==> src/rtl/pipe_sched_pkg.sv <==
// rtl/pipe_sched_pkg.sv - shared widths, state enum, slot struct and gap clamp for the pipe scheduler
package pipe_sched_pkg;

    localparam int X_W = 8;
    localparam int Y_W = 7;

    typedef enum logic [1:0] {
        ST_IDLE = 2'd0,
        ST_RUN  = 2'd1,
        ST_HALT = 2'd2
    } state_e;

    typedef struct packed {
        logic           valid;
        logic [X_W-1:0] x;
        logic [Y_W-1:0] y;
    } slot_t;

    // Keeps a spawned gap inside the playable band [lo, hi].
    function automatic logic [Y_W-1:0] clamp_y(
        input logic [Y_W-1:0] ry,
        input logic [Y_W-1:0] lo,
        input logic [Y_W-1:0] hi
    );
        logic [Y_W-1:0] r;
        if (ry < lo) begin
            r = lo;
        end else if (ry > hi) begin
            r = hi;
        end else begin
            r = ry;
        end
        return r;
    endfunction

endpackage

==> src/rtl/pipe_slot.sv <==
// rtl/pipe_slot.sv - one pipe slot register with move/retire/load on a frame tick
module pipe_slot
    import pipe_sched_pkg::*;
#(
    parameter int X_START = 159,
    parameter int SPEED   = 1,
    parameter int BIRD_X  = 40
) (
    input  logic           clk,
    input  logic           reset,       // synchronous, active-high
    input  logic           clear,       // scheduler leaving/sitting in IDLE
    input  logic           tick,        // frame tick accepted by the scheduler
    input  logic           load,        // this slot is the spawn target of the tick
    input  logic [Y_W-1:0] load_y,      // clamped gap for a spawn
    output logic           pre_valid_o, // valid bit before the tick
    output slot_t          slot_d_o,    // slot contents after the coming edge
    output logic           pass_o       // this slot crosses BIRD_X on this tick
);

    localparam logic [X_W-1:0] SPEED_X  = X_W'(SPEED);
    localparam logic [X_W-1:0] START_X  = X_W'(X_START);
    localparam logic [X_W-1:0] BIRD_X_X = X_W'(BIRD_X);

    slot_t          slot_q, slot_d;
    logic [X_W-1:0] moved_x;

    assign moved_x = slot_q.x - SPEED_X;

    always_comb begin
        slot_d = slot_q;
        pass_o = 1'b0;
        if (clear) begin
            slot_d = '0;
        end else if (tick) begin
            if (load) begin
                // A fresh pipe appears at X_START and is not moved on its spawn tick.
                slot_d.valid = 1'b1;
                slot_d.x     = START_X;
                slot_d.y     = load_y;
            end else if (slot_q.valid) begin
                if (slot_q.x >= SPEED_X) begin
                    slot_d.x = moved_x;
                    pass_o   = (slot_q.x >= BIRD_X_X) && (moved_x < BIRD_X_X);
                end else begin
                    // Off the left edge: retire instead of wrapping.
                    slot_d.valid = 1'b0;
                end
            end
        end
    end

    always_ff @(posedge clk) begin
        if (reset) begin
            slot_q <= '0;
        end else begin
            slot_q <= slot_d;
        end
    end

    assign pre_valid_o = slot_q.valid;
    assign slot_d_o    = slot_d;

endmodule

==> src/rtl/pipe_spawn_scheduler.sv <==
// rtl/pipe_spawn_scheduler.sv - pipe obstacle sequencer: FSM, spawn timing, pass counting, slot readout
module pipe_spawn_scheduler
    import pipe_sched_pkg::*;
#(
    parameter int NUM_PIPES    = 3,
    parameter int X_START      = 159,
    parameter int SPEED        = 1,
    parameter int SPAWN_FRAMES = 50,
    parameter int BIRD_X       = 40,
    parameter int Y_MIN        = 30,
    parameter int Y_MAX        = 100
) (
    input  logic           clk,
    input  logic           reset,       // synchronous, active-high
    input  logic           enable,      // game running
    input  logic           frame_tick,  // one pulse per video frame
    input  logic           collision,   // bird hit a pipe
    input  logic [Y_W-1:0] random_y,    // upstream random gap value
    input  logic [1:0]     pipe_sel,    // readout slot index
    output logic           pipe_valid,  // selected slot active (1-cycle latency)
    output logic [X_W-1:0] pipe_x,
    output logic [Y_W-1:0] pipe_y,
    output logic           spawn_pulse,
    output logic           drop_pulse,
    output logic           pass_pulse,
    output logic [7:0]     pass_count,
    output logic [1:0]     state_out
);

    localparam logic [7:0]     CNT_LAST = 8'(SPAWN_FRAMES - 1);
    localparam logic [Y_W-1:0] Y_LO     = Y_W'(Y_MIN);
    localparam logic [Y_W-1:0] Y_HI     = Y_W'(Y_MAX);

    state_e         state_q, state_d;
    logic [7:0]     cnt_q, cnt_d;
    logic [7:0]     pass_cnt_q, pass_cnt_d;
    logic           spawn_q, spawn_d;
    logic           drop_q, drop_d;
    logic           pass_q, pass_d;
    slot_t          rd_q, rd_d;

    slot_t          slot_d_arr [NUM_PIPES];
    logic [NUM_PIPES-1:0] pre_valid;
    logic [NUM_PIPES-1:0] pass_vec;
    logic [NUM_PIPES-1:0] load_vec;
    logic           tick_go;
    logic           clear_slots;
    logic           found;
    logic [Y_W-1:0] spawn_y;

    // State register transitions; leaving RUN for IDLE outranks collision.
    always_comb begin
        state_d = state_q;
        case (state_q)
            ST_IDLE: if (enable) state_d = ST_RUN;
            ST_RUN: begin
                if (!enable) begin
                    state_d = ST_IDLE;
                end else if (collision) begin
                    state_d = ST_HALT;
                end
            end
            ST_HALT: if (!enable) state_d = ST_IDLE;
            default: state_d = ST_IDLE;
        endcase
    end

    // A collision in the same cycle as a tick swallows that tick.
    assign tick_go     = (state_q == ST_RUN) && enable && !collision && frame_tick;
    assign clear_slots = (state_d == ST_IDLE);
    assign spawn_y     = clamp_y(random_y, Y_LO, Y_HI);

    // Spawn timing and lowest-free-slot selection, using pre-tick valid bits
    // so a slot retiring on this tick is not reused until the next one.
    always_comb begin
        cnt_d    = cnt_q;
        load_vec = '0;
        found    = 1'b0;
        spawn_d  = 1'b0;
        drop_d   = 1'b0;
        if (clear_slots) begin
            cnt_d = CNT_LAST;
        end else if (tick_go) begin
            if (cnt_q == CNT_LAST) begin
                cnt_d = '0;
                for (int i = 0; i < NUM_PIPES; i++) begin
                    if (!found && !pre_valid[i]) begin
                        load_vec[i] = 1'b1;
                        found       = 1'b1;
                    end
                end
                spawn_d = found;
                drop_d  = !found;
            end else begin
                cnt_d = cnt_q + 8'd1;
            end
        end
    end

    // At most one pass per tick, however many slots cross together.
    always_comb begin
        pass_d     = tick_go && (|pass_vec);
        pass_cnt_d = pass_cnt_q;
        if ((state_q == ST_IDLE) && (state_d == ST_RUN)) begin
            pass_cnt_d = '0;
        end else if (pass_d && (pass_cnt_q != 8'hFF)) begin
            pass_cnt_d = pass_cnt_q + 8'd1;
        end
    end

    // Readout samples next-state slots so it matches the state after the edge.
    always_comb begin
        rd_d = '0;
        for (int i = 0; i < NUM_PIPES; i++) begin
            if (pipe_sel == 2'(i)) begin
                rd_d = slot_d_arr[i];
            end
        end
    end

    for (genvar g = 0; g < NUM_PIPES; g++) begin : g_slot
        pipe_slot #(
            .X_START (X_START),
            .SPEED   (SPEED),
            .BIRD_X  (BIRD_X)
        ) u_slot (
            .clk         (clk),
            .reset       (reset),
            .clear       (clear_slots),
            .tick        (tick_go),
            .load        (load_vec[g]),
            .load_y      (spawn_y),
            .pre_valid_o (pre_valid[g]),
            .slot_d_o    (slot_d_arr[g]),
            .pass_o      (pass_vec[g])
        );
    end

    always_ff @(posedge clk) begin
        if (reset) begin
            state_q    <= ST_IDLE;
            cnt_q      <= CNT_LAST;
            pass_cnt_q <= '0;
            spawn_q    <= 1'b0;
            drop_q     <= 1'b0;
            pass_q     <= 1'b0;
            rd_q       <= '0;
        end else begin
            state_q    <= state_d;
            cnt_q      <= cnt_d;
            pass_cnt_q <= pass_cnt_d;
            spawn_q    <= spawn_d;
            drop_q     <= drop_d;
            pass_q     <= pass_d;
            rd_q       <= rd_d;
        end
    end

    assign pipe_valid  = rd_q.valid;
    assign pipe_x      = rd_q.x;
    assign pipe_y      = rd_q.y;
    assign spawn_pulse = spawn_q;
    assign drop_pulse  = drop_q;
    assign pass_pulse  = pass_q;
    assign pass_count  = pass_cnt_q;
    assign state_out   = state_q;

endmodule

==> config.mk <==
export PLATFORM = sky130hd
export DESIGN_NAME = pipe_spawn_scheduler
export DESIGN_NICKNAME = d
export VERILOG_FILES = /design/src/rtl/pipe_sched_pkg.sv /design/src/rtl/pipe_slot.sv /design/src/rtl/pipe_spawn_scheduler.sv
export SDC_FILE = /design/constraint.sdc
export NUM_CORES = 1
export LEC_CHECK = 0
export ABC_AREA = 1
export BUFFER_PORTS_ARGS = -buffer_cell sky130_fd_sc_hd__buf_2
export CAP_MARGIN = 15
export CORE_ASPECT_RATIO = 0.6
export CORE_MARGIN = 5
export CORE_UTILIZATION = 53
export CTS_CLUSTER_DIAMETER = 40
export DETAILED_ROUTE_END_ITERATION = 16
export PLACE_DENSITY = 0.74
export SLEW_MARGIN = 10
export SYNTH_ARGS = -nofsm -noshare
export SYNTH_HDL_FRONTEND = slang
export SYNTH_SLANG_ARGS = --single-unit
==> constraint.sdc <==
create_clock -name clk -period 1.94 [get_ports clk]
set_clock_uncertainty 0.2 [all_clocks]
set_input_delay 0.388 -clock clk [delete_from_list [all_inputs] [get_ports clk]]
set_output_delay 0.388 -clock clk [all_outputs]
set_load 0.005 [all_outputs]
; ---- Word level (Yosys, flattened, before mapping)
; Index checks and enable logic that the tools add are counted.
[totals]
ram_bits = 0
latch_bits = 0
mem_count = 0
rom_bits = 0
word_cells = 131
inputBits = 14
regBits = 85
output_inout_bits = 29
[classes]
reduce_logical = 24
shift = 0
div_mod_pow = 0
addsub = 5
bitwise_logic = 2
n_eq_ne = 7
mux = 64
n_mul = 0
order_cmp = 11
[op_table]
columns = cell, n
row1 = 2-to-1 mux 16 bit, 9
row2 = 2-to-1 mux 9 bit, 6
row3 = 2-to-1 mux 7 bit, 5
row4 = 2-to-1 mux 1 bit, 32
row5 = 2-to-1 mux 8 bit, 4
row6 = "greater-or-equal comparator 8 x 1 -> 1 bit, second input constant", 3
row7 = "greater-or-equal comparator 8 x 6 -> 1 bit, second input constant", 3
row8 = "< comparator 8 x 6 -> 1 bit, second input constant", 3
row9 = "subtractor 8 x 1 -> 8 bit, second input constant", 3
row10 = "adder 8 x 1 -> 8 bit, second input constant", 2
row11 = logical AND 1 bit, 11
row12 = 2-to-1 mux 3 bit, 3
row13 = "equality test 8 x 6 -> 1 bit, second input constant", 1
row14 = 2-to-1 mux 2 bit, 4
row15 = "!= test 8 bit, second input constant", 1
row16 = "greater-than comparator 7 bit, second input constant", 1
row17 = "< comparator 7 x 5 -> 1 bit, second input constant", 1
row18 = "equality test 2 x 1 -> 1 bit, second input constant", 3
row19 = logical NOT 1 bit, 6
row20 = logical NOT 2 bit, 3
row21 = one-hot mux 2 bit (3 select lines), 1
row22 = "equality test 2 bit, second input constant", 2
row23 = OR reduction 2 bit, 2
row24 = OR reduction 4 bit, 1
row25 = 2 further kinds, 3

; ---- Logic depth before layout (Yosys ltp)
[logic_depth]
depth_word = 24
mapped_depth = 15
depth_no_buf = 15

; ---- Modules after synthesis
; Synthesis repeated with hierarchy kept, for this count alone.
[unflattened]
hier_cells = 783
area_unflattened_um2 = 5031.1
[by_module_without_submodules]
columns = mod, seq_area_each_um2, instances, cells_per_inst, area_per_inst_um2
row1 = pipe_slot, 320.3, 3, 153, 968.4
row2 = pipe_spawn_scheduler, 740.7, 1, 324, 2125.8

; ---- Worst setup path after synthesis
; No wires, ideal clock.
[synth_timing]
path_type = reg-to-reg
from = register g_slot[0].u_slot.slot_q[7] (netlist bit)
to = register pass_cnt_q[2] (netlist: pass_count[2])
synth_period_minus_slack_ns = 1.931
required_ns = 1.617
slack_ns = 0.009
t_arrival_ns = 1.608
n_path_buf = 0
setup_time_ns = 0.123
stages_incl_launch_ff = 15
path_cell_list = dfxtp_1 > inv_1 > ha_1 > inv_1 > nor2_1 > nand3_1 > nor2_1 > nor2_1 > nand2_1 > nor2_1 > nand2_1 > nand3_4 > nand3_4 > nand2_1 > a21oi_1
[synth_between]
elab_chain_cells = 11
word_cells_on_any_way = 13
classes_between = add/sub (1) / order compare (3) / mux (5) / reduce/logical (4)
[synth_rtl]
columns = item, line_no
row1 = "start, declared", pipe_slot.sv:24  ; slot_t slot_q, slot_d;
row2 = "start signal, assigned", pipe_slot.sv:56  ; slot_q <= slot_d;
row3 = subtractor 8 x 1 -> 8 bit, pipe_slot.sv:27  ; assign moved_x = slot_q.x - SPEED_X;
row4 = < comparator 8 x 6 -> 1 bit, pipe_slot.sv:43  ; pass_o = (slot_q.x >= BIRD_X_X) && (moved_x < BIRD_X_X);
row5 = logical AND 1 bit, pipe_slot.sv:43
row6 = 2-to-1 mux 1 bit (*), pipe_slot.sv:41  ; if (slot_q.x >= SPEED_X) begin
row7 = 2-to-1 mux 1 bit (*), pipe_slot.sv:40  ; end else if (slot_q.valid) begin
row8 = 2-to-1 mux 1 bit (*), pipe_slot.sv:35  ; if (load) begin
row9 = 2-to-1 mux 1 bit (*), pipe_slot.sv:34  ; end else if (tick) begin
row10 = 2-to-1 mux 1 bit (*), pipe_slot.sv:32  ; if (clear) begin
row11 = OR reduction 3 bit (*), pipe_spawn_scheduler.sv:102  ; pass_d = tick_go && (|pass_vec);
row12 = logical AND 1 bit (*), pipe_spawn_scheduler.sv:102
row13 = logical AND 1 bit (*), pipe_spawn_scheduler.sv:106  ; end else if (pass_d && (pass_cnt_q != 8'hFF)) begin
row14 = "end signal, assigned", pipe_spawn_scheduler.sv:151  ; pass_cnt_q <= pass_cnt_d;
row15 = "end, declared", pipe_spawn_scheduler.sv:36  ; logic [7:0] pass_cnt_q, pass_cnt_d;
; Mark *: on every way between the ends. The rest lies on a longest branch, timed or not.
; A chain may end at the register's enable or synchronous reset.

; ---- Final worst setup path
[layout_timing]
from = register g_slot[1].u_slot.slot_q[8] (netlist bit)
to = register pass_cnt_q[7] (netlist: pass_count[7])
[layout_between]
elab_chain_cells = 11
word_cells_on_any_way = 13
classes_between = add/sub (1) / order compare (3) / mux (5) / reduce/logical (4)
[layout_rtl]
columns = item, line_no
row1 = "start, declared", pipe_slot.sv:24
row2 = "start signal, assigned", pipe_slot.sv:56
row3 = subtractor 8 x 1 -> 8 bit, pipe_slot.sv:27
row4 = < comparator 8 x 6 -> 1 bit, pipe_slot.sv:43
row5 = logical AND 1 bit, pipe_slot.sv:43
row6 = 2-to-1 mux 1 bit (*), pipe_slot.sv:41
row7 = 2-to-1 mux 1 bit (*), pipe_slot.sv:40
row8 = 2-to-1 mux 1 bit (*), pipe_slot.sv:35
row9 = 2-to-1 mux 1 bit (*), pipe_slot.sv:34
row10 = 2-to-1 mux 1 bit (*), pipe_slot.sv:32
row11 = OR reduction 3 bit (*), pipe_spawn_scheduler.sv:102
row12 = logical AND 1 bit (*), pipe_spawn_scheduler.sv:102
row13 = logical AND 1 bit (*), pipe_spawn_scheduler.sv:106
; Marks and branches as above.

==> impl_metrics.tcl <==
set metrics [dict create \
    grt_pass1_vias 4765 \
    fin_ws_ns -0.276 \
    async_flop_share 0 \
    ioPinCount 43 \
    drv_cap 0 \
    die_h_um 80.4 \
    final_area_um2 6730 \
    finalWeightedCongestion 1.02 \
    period_needed_ns 2.22 \
    antenna_cells 0 \
    power.share.clock 0.487 \
    syn_inst 623 \
    ys_types 46 \
    max_freq_mhz 451 \
    core_um2 7980 \
    combPwrFrac 0.072 \
    place_area_um2 5430 \
    path_cells "inv_4 > ha_4 > buf_4 > nand2_1 > nand2_1 > nand2_2 > nor2_1 > nor2_1 > nor2_2 > nand2_2 > nand3_4 > nand3_4 > nand2_1 > a21oi_1" \
    critPathKind "reg2reg" \
    synth_edf_count 0 \
    p_sw_uw 956 \
    crit_start "g_slot[1].u_slot.slot_q[8]" \
    synthTopCellsByArea "dfxtp_1 (39%), nand2_1 (14%), nor2_1 (7.3%), nand3_1 (5.5%), inv_1 (5.5%)" \
    vias 5319 \
    grt_start_max_net_pins 25 \
    cp_max_fo 8 \
    synth_top_area_frac 0.388 \
    p_per_area_nw_per_um2 593 \
    drive_above_1_share 0.434 \
    peakVddDrop_mv 0.496 \
    critPathBufInv 2 \
    hold_class "in2reg" \
    drv_slew 0 \
    cpMostUsedCell "nand2_1" \
    stdcell_count 910 \
    worstMarginPinSlew_ns 0.417 \
    finalHoldViolCount 0 \
    rsz0062_at_grt "true" \
    cts_buffer_depth 2 \
    yosysSeqAreaShare 0.388 \
    endpoint_kind "flip-flop" \
    hpwl_mm 10.3 \
    cpPeakStageDelay_ns 0.34 \
    yosysMostFrequentCell "nand2_1" \
    grt_use_total 0.288 \
    die-area_um2 10200 \
    worstPathArrival_ns 2.23 \
    start_kind "flip-flop" \
    ys_ff_latch 85 \
    seqPwrFrac 0.441 \
    slew_headroom 0.721 \
    crit_family "simple AND/OR/NAND/NOR gates" \
    clock_sinks 85 \
    synth_nets 649 \
    cts_made_buffers 9 \
    antenna_found_initial 0 \
    cts-root-buf "clkbuf_16" \
    tritoncts "done" \
    core.rowCount 25 \
    gr-total-overflow 0 \
    hold_depth 2 \
    swShare 0.240 \
    port_buffers 42 \
    insertion_delay_ns 0.35 \
    required_ns 1.95 \
    cts_hold_buf 0 \
    p_leak_uw 0.00318 \
    period_share 1.14 \
    reg2reg_depth 14 \
    syn_area_um2 4380 \
    htree_levels 3 \
    final-setup-viol-count 28 \
    drt_iter0_drc 725 \
    drc 0 \
    fin_nets 823 \
    status "finished with violations" \
    r2r_start "g_slot[1].u_slot.slot_q[8]" \
    die_width_um 127 \
    worstHoldStart "collision" \
    whs_ns 0.0256 \
    slowest_stage "dfxtp_2" \
    wire_per_inst_um 18.4 \
    violations "negative setup slack" \
    intPower_uw 3030 \
    start_util 0.549 \
    cts.clk_slew.worst_paths_ns 0.07 \
    grt_pass1_wl_mm 23.4 \
    setup_tns_ns -3.22 \
    path_depth 14 \
    via_per_inst 5.85 \
    dpl_worst_slack_ns -0.264 \
    dr.pass1.iters 5 \
    wl_mm 16.8 \
    place_inst 863 \
    yosys-top-cells-count "nand2_1 (158), dfxtp_1 (85), nor2_1 (85)" \
    synth_top_cell_by_area "dfxtp_1" \
    area_growth_syn_to_layout_pct 53.6 \
    syn_avg_cell_area_um2 7.03 \
    yosys_warnings 0 \
    ys.flop_type "dfxtp_1" \
    postRouteAntennaNets 0 \
]
[path summary, 6_finish.rpt]
kind / end / slack, ns
worst max-delay path: pass_count[7] / -0.28
worst max register to register: pass_count[7] / -0.28
worst min-delay path: state_out[0] / 0.03
worst min register to register: state_out[0] / 0.27
[layout by cell type, fill, tap and decap left out, types with 9 or more instances in the layout]
master and instances:
o21ai_1 13, nand3_4 10, nand3_2 11, a21oi_1 24, buf_4 113, nor2_2 17, dfxtp_2 11, buf_6 16
clkbuf_16 9, nor2_4 15, nand2_2 33, nand3_1 32, o211ai_1 11, o21ai_0 13, nand2_1 122, nor2_1 62
buf_2 42, dfxtp_1 74, nand4_1 13, inv_4 11, inv_1 51
[layer usage]
layer / track usage / vias to the layer above / part of all wire / wire length [um]
met4: 0.0878 / 0 / 0.042 / 710
li1: - / 2415 / - / -
met5: 0 / - / 0 / 0
met3: 0.0651 / 83 / 0.12 / 1960
met1: 0.408 / 2468 / 0.40 / 6740
met2: 0.437 / 353 / 0.44 / 7370
[state kept, by name, indices dropped and copies added (netlist names)]
name                       flops
pipe_x                         8
state_out                      2
pipe_valid                     1
pass_count                     8
pipe_y                         7
cnt_q                          8
g_slot.u_slot.pre_valid_o      3
pass_pulse                     1
g_slot.u_slot.slot_q          45
spawn_pulse                    1
drop_pulse                     1
[through the flow]
step | total power [uW] | util
final | 3990 | 0.843
after global routing | 4070 | 0.843
after CTS | 3930 | 0.758
after detailed placement | 2020 | 0.680
after global placement | 2020 | 0.680
after floorplan | 1910 | -
[area by class of cell]
cell class	count	area [um^2]
clock buffer	10	239
clock inverter	6	95.1
tap	108	135
fill	443	1250
multi-input combinational	454	2920
timing repair inverter	1	8.76
sequential	85	1720
timing repair buffer	174	1300
inverter	72	318
[repair_timing]
| item | CTS | global route |
|---|---|---|
| gates cloned | 1 | 1 |
| gates resized for setup | 71 | 140 |
| pin swaps | 29 | 65 |
| hold endpoints to repair | 0 | 0 |
| setup buffers | 7 | 23 |
| setup endpoints to repair | 38 | 47 |
[power groups by stage]
stage	clock network (uW)	registers (uW)	logic (uW)
2_1_floorplan	0	1800	109
3_3_place_gp	0	1800	220
3_5_place_dp	0	1800	224
4_1_cts	1940	1760	233
5_1_grt	2010	1760	302
6_report	1940	1760	287
[cells by family (layout without fill, tap and decap cells)]
logic type / count (synthesis) / count (layout) / synth area share
AOI/OAI and AO/OA: 107 / 107 / 0.154
buffers and inverters: 85 / 263 / 0.0820
and+or+nand+nor: 327 / 328 / 0.328
adders and majority gates: 12 / 12 / 0.0343
xor gates and xnor gates: 7 / 7 / 0.0140
DFF: 85 / 85 / 0.388
Power figures use the tool's default switching activity.
